`src/rtl/mcaster_bus_resp.sv`:
```
// mcaster_bus_resp
//   Column-side responder on the X-bus. It filters broadcast ifmap/fltr/psum
//   beats by destination ID against a locally captured tag. It holds one kernel
//   of weights, streams matched beats to its PE, and returns PE results to the
//   bus.
//
// Ports
//   clk, rst           single clock, synchronous active-high reset
//   tag_in, flush_tag  local tag and the pulse that captures it
//   flush_kernel       pulse that captures kernel_size (nonzero) and starts a
//   kernel_size        weight load
//   ID, bus_valid      bus beat destination (MSB=1 is broadcast) and its valid
//   *_data_B2M         bus beat payload
//   tag_busy           high for the cycle after a tag capture
//   kernel_busy        high while weights are being loaded
//   *_data_M2P, READY  beat to the PE, with a one-cycle valid pulse
//   PE_EN              PE enable, high while streaming
//   pe_kernel_size     active kernel size
//   PE_VALID, *_P2M    PE result and its valid
//   *_data_M2B, VALID  PE result registered back to the bus
module mcaster_bus_resp #(
  parameter  int DATA_WIDTH = 16,
  parameter  int NUM_COL    = 4,
  parameter  int MAX_K      = 16,
  localparam int IDW        = $clog2(NUM_COL) + 1
) (
  input  logic                      clk,
  input  logic                      rst,
  input  logic [IDW-1:0]            tag_in,
  input  logic [IDW-1:0]            ID,
  input  logic                      bus_valid,
  input  logic                      flush_tag,
  input  logic                      flush_kernel,
  input  logic [7:0]                kernel_size,
  input  logic [DATA_WIDTH-1:0]     ifmap_data_B2M,
  input  logic [DATA_WIDTH-1:0]     fltr_data_B2M,
  input  logic [2*DATA_WIDTH-1:0]   psum_data_B2M,
  output logic                      tag_busy,
  output logic                      kernel_busy,
  output logic                      VALID,
  output logic [DATA_WIDTH-1:0]     ifmap_data_M2B,
  output logic [DATA_WIDTH-1:0]     fltr_data_M2B,
  output logic [2*DATA_WIDTH-1:0]   psum_data_M2B,
  output logic [DATA_WIDTH-1:0]     ifmap_data_M2P,
  output logic [DATA_WIDTH-1:0]     fltr_data_M2P,
  output logic [2*DATA_WIDTH-1:0]   psum_data_M2P,
  output logic                      PE_EN,
  output logic                      READY,
  output logic [7:0]                pe_kernel_size,
  input  logic                      PE_VALID,
  input  logic [DATA_WIDTH-1:0]     ifmap_data_P2M,
  input  logic [DATA_WIDTH-1:0]     fltr_data_P2M,
  input  logic [2*DATA_WIDTH-1:0]   psum_data_P2M
);

  localparam int         IXW   = (MAX_K > 1) ? $clog2(MAX_K) : 1;
  localparam logic [7:0] MAXK8 = 8'(MAX_K);

  typedef enum logic [1:0] {
    IDLE   = 2'd0,
    KLOAD  = 2'd1,
    STREAM = 2'd2
  } state_t;

  state_t                    state_q, state_d;
  logic [IDW-1:0]            tag_q, tag_d;
  logic [7:0]                ksize_q, ksize_d;
  logic [IXW-1:0]            idx_q, idx_d;
  logic                      tag_busy_q, tag_busy_d;
  logic                      ready_q, ready_d;
  logic [DATA_WIDTH-1:0]     ifmap_m2p_q, ifmap_m2p_d;
  logic [DATA_WIDTH-1:0]     fltr_m2p_q, fltr_m2p_d;
  logic [2*DATA_WIDTH-1:0]   psum_m2p_q, psum_m2p_d;
  logic                      valid_q, valid_d;
  logic [DATA_WIDTH-1:0]     ifmap_m2b_q, ifmap_m2b_d;
  logic [DATA_WIDTH-1:0]     fltr_m2b_q, fltr_m2b_d;
  logic [2*DATA_WIDTH-1:0]   psum_m2b_q, psum_m2b_d;

  logic [DATA_WIDTH-1:0]     w_q [MAX_K];
  logic                      w_we;

  logic                      match;
  logic                      idx_last;

  // Matching uses the registered tag, so a tag captured this cycle only
  // affects beats from the next cycle on.
  assign match    = bus_valid & (ID[IDW-1] | (ID == tag_q));
  assign idx_last = (8'(idx_q) == (ksize_q - 8'd1));

  always_comb begin
    state_d     = state_q;
    tag_d       = tag_q;
    ksize_d     = ksize_q;
    idx_d       = idx_q;
    tag_busy_d  = 1'b0;
    ready_d     = 1'b0;
    ifmap_m2p_d = ifmap_m2p_q;
    fltr_m2p_d  = fltr_m2p_q;
    psum_m2p_d  = psum_m2p_q;
    valid_d     = 1'b0;
    ifmap_m2b_d = ifmap_m2b_q;
    fltr_m2b_d  = fltr_m2b_q;
    psum_m2b_d  = psum_m2b_q;
    w_we        = 1'b0;

    if (flush_tag) begin
      tag_d      = tag_in;
      tag_busy_d = 1'b1;
    end

    // A kernel flush restarts loading from any state; a beat in the same
    // cycle is dropped because the buffer is being re-armed.
    if (flush_kernel && (kernel_size != '0)) begin
      state_d = KLOAD;
      idx_d   = '0;
      ksize_d = (kernel_size > MAXK8) ? MAXK8 : kernel_size;
    end else begin
      unique case (state_q)
        KLOAD: begin
          if (match) begin
            w_we = 1'b1;
            if (idx_last) begin
              state_d = STREAM;
              idx_d   = '0;
            end else begin
              idx_d = idx_q + IXW'(1);
            end
          end
        end
        STREAM: begin
          if (match) begin
            ready_d     = 1'b1;
            ifmap_m2p_d = ifmap_data_B2M;
            psum_m2p_d  = psum_data_B2M;
            fltr_m2p_d  = w_q[idx_q];
            idx_d       = idx_last ? '0 : idx_q + IXW'(1);
          end
        end
        default: ;
      endcase
    end

    if (PE_VALID) begin
      valid_d     = 1'b1;
      ifmap_m2b_d = ifmap_data_P2M;
      fltr_m2b_d  = fltr_data_P2M;
      psum_m2b_d  = psum_data_P2M;
    end
  end

  always_ff @(posedge clk) begin
    if (rst) begin
      state_q     <= IDLE;
      tag_q       <= '0;
      ksize_q     <= '0;
      idx_q       <= '0;
      tag_busy_q  <= 1'b0;
      ready_q     <= 1'b0;
      ifmap_m2p_q <= '0;
      fltr_m2p_q  <= '0;
      psum_m2p_q  <= '0;
      valid_q     <= 1'b0;
      ifmap_m2b_q <= '0;
      fltr_m2b_q  <= '0;
      psum_m2b_q  <= '0;
    end else begin
      state_q     <= state_d;
      tag_q       <= tag_d;
      ksize_q     <= ksize_d;
      idx_q       <= idx_d;
      tag_busy_q  <= tag_busy_d;
      ready_q     <= ready_d;
      ifmap_m2p_q <= ifmap_m2p_d;
      fltr_m2p_q  <= fltr_m2p_d;
      psum_m2p_q  <= psum_m2p_d;
      valid_q     <= valid_d;
      ifmap_m2b_q <= ifmap_m2b_d;
      fltr_m2b_q  <= fltr_m2b_d;
      psum_m2b_q  <= psum_m2b_d;
    end
  end

  // Weight storage is plain memory; it is always loaded before it is read.
  always_ff @(posedge clk) begin
    if (!rst && w_we) begin
      w_q[idx_q] <= fltr_data_B2M;
    end
  end

  assign tag_busy       = tag_busy_q;
  assign kernel_busy    = (state_q == KLOAD);
  assign PE_EN          = (state_q == STREAM);
  assign pe_kernel_size = ksize_q;
  assign READY          = ready_q;
  assign ifmap_data_M2P = ifmap_m2p_q;
  assign fltr_data_M2P  = fltr_m2p_q;
  assign psum_data_M2P  = psum_m2p_q;
  assign VALID          = valid_q;
  assign ifmap_data_M2B = ifmap_m2b_q;
  assign fltr_data_M2B  = fltr_m2b_q;
  assign psum_data_M2B  = psum_m2b_q;

endmodule

```
`config.mk`:
```
export PLATFORM = sky130hd
export DESIGN_NAME = mcaster_bus_resp
export DESIGN_NICKNAME = d
export VERILOG_FILES = /design/src/rtl/mcaster_bus_resp.sv
export SDC_FILE = /design/constraint.sdc
export NUM_CORES = 1
export LEC_CHECK = 0
export ABC_AREA = 1
export BUFFER_PORTS_ARGS = -buffer_cell sky130_fd_sc_hd__buf_2
export CAP_MARGIN = 10
export CORE_ASPECT_RATIO = 0.6
export CORE_UTILIZATION = 40
export DETAILED_ROUTE_END_ITERATION = 6
export GPL_TIMING_DRIVEN = 1
export SYNTH_ARGS = -nofsm -noshare
export SYNTH_HDL_FRONTEND = slang
export SYNTH_SLANG_ARGS = --single-unit
```
`constraint.sdc`:
```
create_clock -name clk -period 3.02 [get_ports clk]
set_input_delay 0.604 -clock clk [delete_from_list [all_inputs] [get_ports clk]]
set_output_delay 0.604 -clock clk [all_outputs]
set_load 0.01 [all_outputs]
```
* Word-level counts from Yosys, hierarchy flattened
Memory sizes are Yosys's and may differ from the RTL's. A register that Yosys moved wholly into a read port is not among the register bits. Index checks and enable logic that the tools add are counted.
Word-level totals: output and inout bits 141, bits of input ports 148, register bits 132, RAM bits 256, logic and storage cells 52, memories kept 1
Memory list:
- w_q | depth 16, width 16, rd ports 1, clocked after memory_dff 1, wr ports 1, line 79 | logic [DATA_WIDTH-1:0] w_q [MAX_K];
Operators by class: reduce and logical (&&, ||, !) cells 14, eq/ne operators 4, bitwise operators 4, add/subtract/negate cells 2, $lt $le $gt $ge 1, muxes and demuxes 13
Operators by type and width (count):
- 2-to-1 mux 1 bit | 11
- AND reduction 3 bit | 3
- equality test 4 x 8 -> 1 bit | 1
- > comparator 8 x 5 -> 1 bit (second input constant) | 1
- 2-to-1 mux 8 bit | 1
- nonzero test 8 bit | 1
- subtractor 8 x 1 -> 8 bit (second input constant) | 1
- nonzero test 2 bit | 3
- adder 4 x 1 -> 4 bit (second input constant) | 1
- 2-to-1 mux 4 bit | 1
- OR reduction 2 bit | 2
- equality test 3 bit | 1
- OR reduction 3 bit | 1
- equality test 2 x 1 -> 1 bit (second input constant) | 1
- equality test 2 bit (second input constant) | 1
- logical AND 1 bit | 2
- NOT 1 bit | 2
- AND reduction 2 bit | 1
- AND 1 bit | 1
- zero test 1 bit | 1
- bitwise OR 1 bit | 1

* Longest topological paths before layout
depth after elaboration 9, depth in mapped cells 11, mapped depth without buffers 11

* Worst setup path before layout
Ideal clock, no wire load.
path kind in2reg, start point input port kernel_size[5], end point memory w_q[0][0], enable pin, arrival 2.140 ns, data required time 2.632 ns, cell stages on the path 9, library setup time 0.388 ns, slack 0.492 ns, path buffers 0, path through nor2_1 > nand2_1 > nand2_2 > nand2_4 > nor2_2 > inv_2 > nor3_4 > nand2_1 > nor2_1
Between the ends: word-level cells in the longest chain between the ends 6
RTL lines:
- from (decl) | line 34 | input logic [7:0] kernel_size,
- nonzero test 8 bit | line 113 | if (flush_kernel && (kernel_size != '0)) begin
- logical AND 1 bit | line 113
- 2-to-1 mux 1 bit | line 113
- logical AND 1 bit | line 185 | if (!rst && w_we) begin
- 2-to-1 mux 1 bit | line 185
- 2-to-1 mux 1 bit (implied by the code) | line 186 | w_q[idx_q] <= fltr_data_B2M;
- to (decl) | line 79
No other way between the ends.

* Final worst setup path
start point input port kernel_size[2], end point memory w_q[8][15], enable pin
Same word-level chain as after synthesis.

==> metrics.txt <==
Final Hold Fails 0; Die Span Y 154 um; worst-skew pair later-pin latency 540 ps; Routed Antenna Nets 0; Most common cell on crit path nand2_1; Slew @ Worst Pin 735 ps; critical path's slowest cell nor2_2; Arr. time, crit path 2400 ps; number of buffers and inverters on the critical path 3; r2r startpoint idx_q[1]; most frequent cells in the layout 311 x nor2_1, 288 x buf_2, 256 x edfxtp_1; Post-CTS Setup Bufs 0; Post-Place Cell Area 0.0175 mm^2; wire length per cell 19.6 um; critical path type input port to flop; Post-synth top flop edfxtp_1; final instance area 0.0188 mm^2; core area 0.0378 mm^2; worst reg-to-reg setup slack 890 ps; setup_tns 0 ps; Final period util 71.9%; Final nets 1889; Layout Utilization 49.6%; yosys warns 0; Top Usage Layer GRT met1; Clock power frac 43.4%; I/O Buffers 288; Pre-antenna DRT Iters 5; number of CTS-inserted buffers 38; layout filler cell count 3472; Synth async-reset ratio 0%; P_leak 7.31 nW; crit path max fanout 10; outcome completed; HP Class input port to flop; wire length of the first global-routing pass 67400 um; mapped cell area 0.0155 mm^2; critical path's largest stage delay 310 ps; initial antenna violation count 1; post-cts resize count 0; CTS sink count 404; chip width 256 um; Reg clk slew, reported paths 70 ps; vias in the first global route 10800; Rows 55; largest net degree at the start of global routing 133; share of layout cells above drive strength 1 23.9%; Post-synth EDFFs 256; PnR Total Power 11.5 mW; Overflow after GRT 0; Max Slew Vio Count 0; internal power 9.01 mW; critical path cell sequence buf_2 -> nor2_1 -> nand2_1 -> nand2_1 -> nand2_4 -> nor2_2 -> inv_2 -> nor3_4 -> nand2_1 -> nor2_2 -> buf_4; initial core utilization 40.8%; Starting DRT DRC Count 1378; fin cells 2277; Routed WL 44700 um; met2 usage 29.8%; max_cap viols 0; hold path startpoint psum_data_P2M[17]; vias 11800; Unique masters post-synth 32; Clock Skew 24.1 ps; met3 Use GR 5.42%; most common cell after layout, fill and taps aside nor2_1; P_sw 2.47 mW; die footprint 0.0395 mm^2; relative slew slack 50.4%; worst slack, placed 334 ps; hold buffers post-CTS 0; CP endpoint kind flop; Peak supply drop 0.000453 V; placed cells 2207; sequential power share 51.9%; crit start category input port; Final GP Congestion 0.842; RSZ-0062 raised after global routing false; H-tree depth 2; Pwr Density 612 mW/mm^2; Max clock buf depth 3; final setup fails 0; grt met1 use 35.0%; I/O pin count 289; Syn Nets 1612; Hold WS 276 ps; CTS root buffer clkbuf_16; area delta synth->final 21.3%; final worst slack 850 ps; DP HPWL 29800 um; DRC 0; Cells after Synth 1457; logic gate share of total power 4.7%; CTS tree done; register area share after synthesis 68.9%; GRT Util Overall 22.3%; CP delay by family, top simple AND/OR/NAND/NOR gates; post-synthesis register bit count 404; Avg Inst Size Synth 10.6 um^2; clock period minus worst slack 2170 ps; Worst EP required 3250 ps; Sw Ratio 21.5%; number of vias per cell 5.17; f_max 0.461 GHz; start point of the critical path kernel_size[2]
worst paths after layout:
check	depth (start not counted)	to
setup / recovery	11	w_q[8][15]
hold / removal	3	psum_data_M2B[17]
setup reg to reg	8	fltr_data_M2P[14]
hold reg to reg	2	psum_data_M2P[25]
worst register-to-register path: cells and delay by family (launching register included):
kind                   cells  cell delay, ps
flip-flops                 1             340
AND/OR/NAND/NOR            4             420
buffers and inverters      2             820
AO/OA/AOI/OAI              2             500
power by group through the flow:
stage          clock network [mW]  logic [mW]  registers [mW]
4_1_cts                      5.07       0.537            5.96
3_5_place_dp                    0       0.536            6.08
3_3_place_gp                    0       0.534            6.07
5_1_grt                      5.30       0.589            5.96
6_report                     4.99       0.535            5.96
2_1_floorplan                   0       0.200            6.11
cells by family (layout without fill, tap and decap cells):
group                    count (synthesis)  after routing  share of synthesized area [%]
adder cells (fa/ha/maj)                  7              7                          0.567
XOR/XNOR                                 2              2                          0.113
AND/OR/NAND/NOR                        586            586                           15.0
buffers and inverters                  123            429                           4.00
AO/OA/AOI/OAI                          335            335                           11.4
other                                    0              1                              0
flip-flops                             404            404                           68.9
per-layer routing:
| metal | routed length [um] | vias up |
|---|---|---|
| met5 | 11 | - |
| met4 | 1120 | 2 |
| met1 | 21200 | 5632 |
| met2 | 18300 | 475 |
| li1 | - | 5587 |
| met3 | 4150 | 69 |
sequential cells by signal, indices dropped and copies added, names as in the netlist:
name and flops:
psum_data_M2P 32, VALID 1, psum_data_M2B 32, tag_busy 1, idx_q 4, state_q 2, pe_kernel_size 8, fltr_data_M2B 16
fltr_data_M2P 16, tag_q 3, ifmap_data_M2B 16, w_q 256, ifmap_data_M2P 16, READY 1
cells in the mapped netlist, types with 4 or more instances:
| master | count | share of area [%] |
|---|---|---|
| nor2_1 | 327 | 7.9 |
| edfxtp_1 | 256 | 50 |
| nand2_1 | 217 | 5.3 |
| o21ai_0 | 200 | 6.5 |
| dfxtp_1 | 148 | 19 |
| o22ai_1 | 61 | 2.5 |
| a21oi_1 | 54 | 1.7 |
| clkbuf_1 | 40 | 0.97 |
| buf_2 | 28 | 0.91 |
| inv_1 | 27 | 0.66 |
| nand4_1 | 21 | 0.85 |
| o21ai_1 | 17 | 0.55 |
| nand3_1 | 10 | 0.32 |
| buf_4 | 8 | 0.39 |
| ha_1 | 7 | 0.57 |
| buf_1 | 5 | 0.12 |
| inv_2 | 5 | 0.12 |
| buf_6 | 4 | 0.29 |
layout make-up:
class | count | area, um^2 | share of cell area (%)
Clock buffer | 45 | 1040 | 5.55
Multi-Input combinational cell | 930 | 4230 | 22.6
Antenna cell | 1 | 2.50 | 0.0133
Sequential cell | 404 | 10700 | 56.8
Timing Repair Buffer | 327 | 1810 | 9.65
Inverter | 33 | 130 | 0.694
Tap cell | 513 | 642 | 3.42
Clock inverter | 24 | 246 | 1.31
Power figures use the tool's default switching activity.
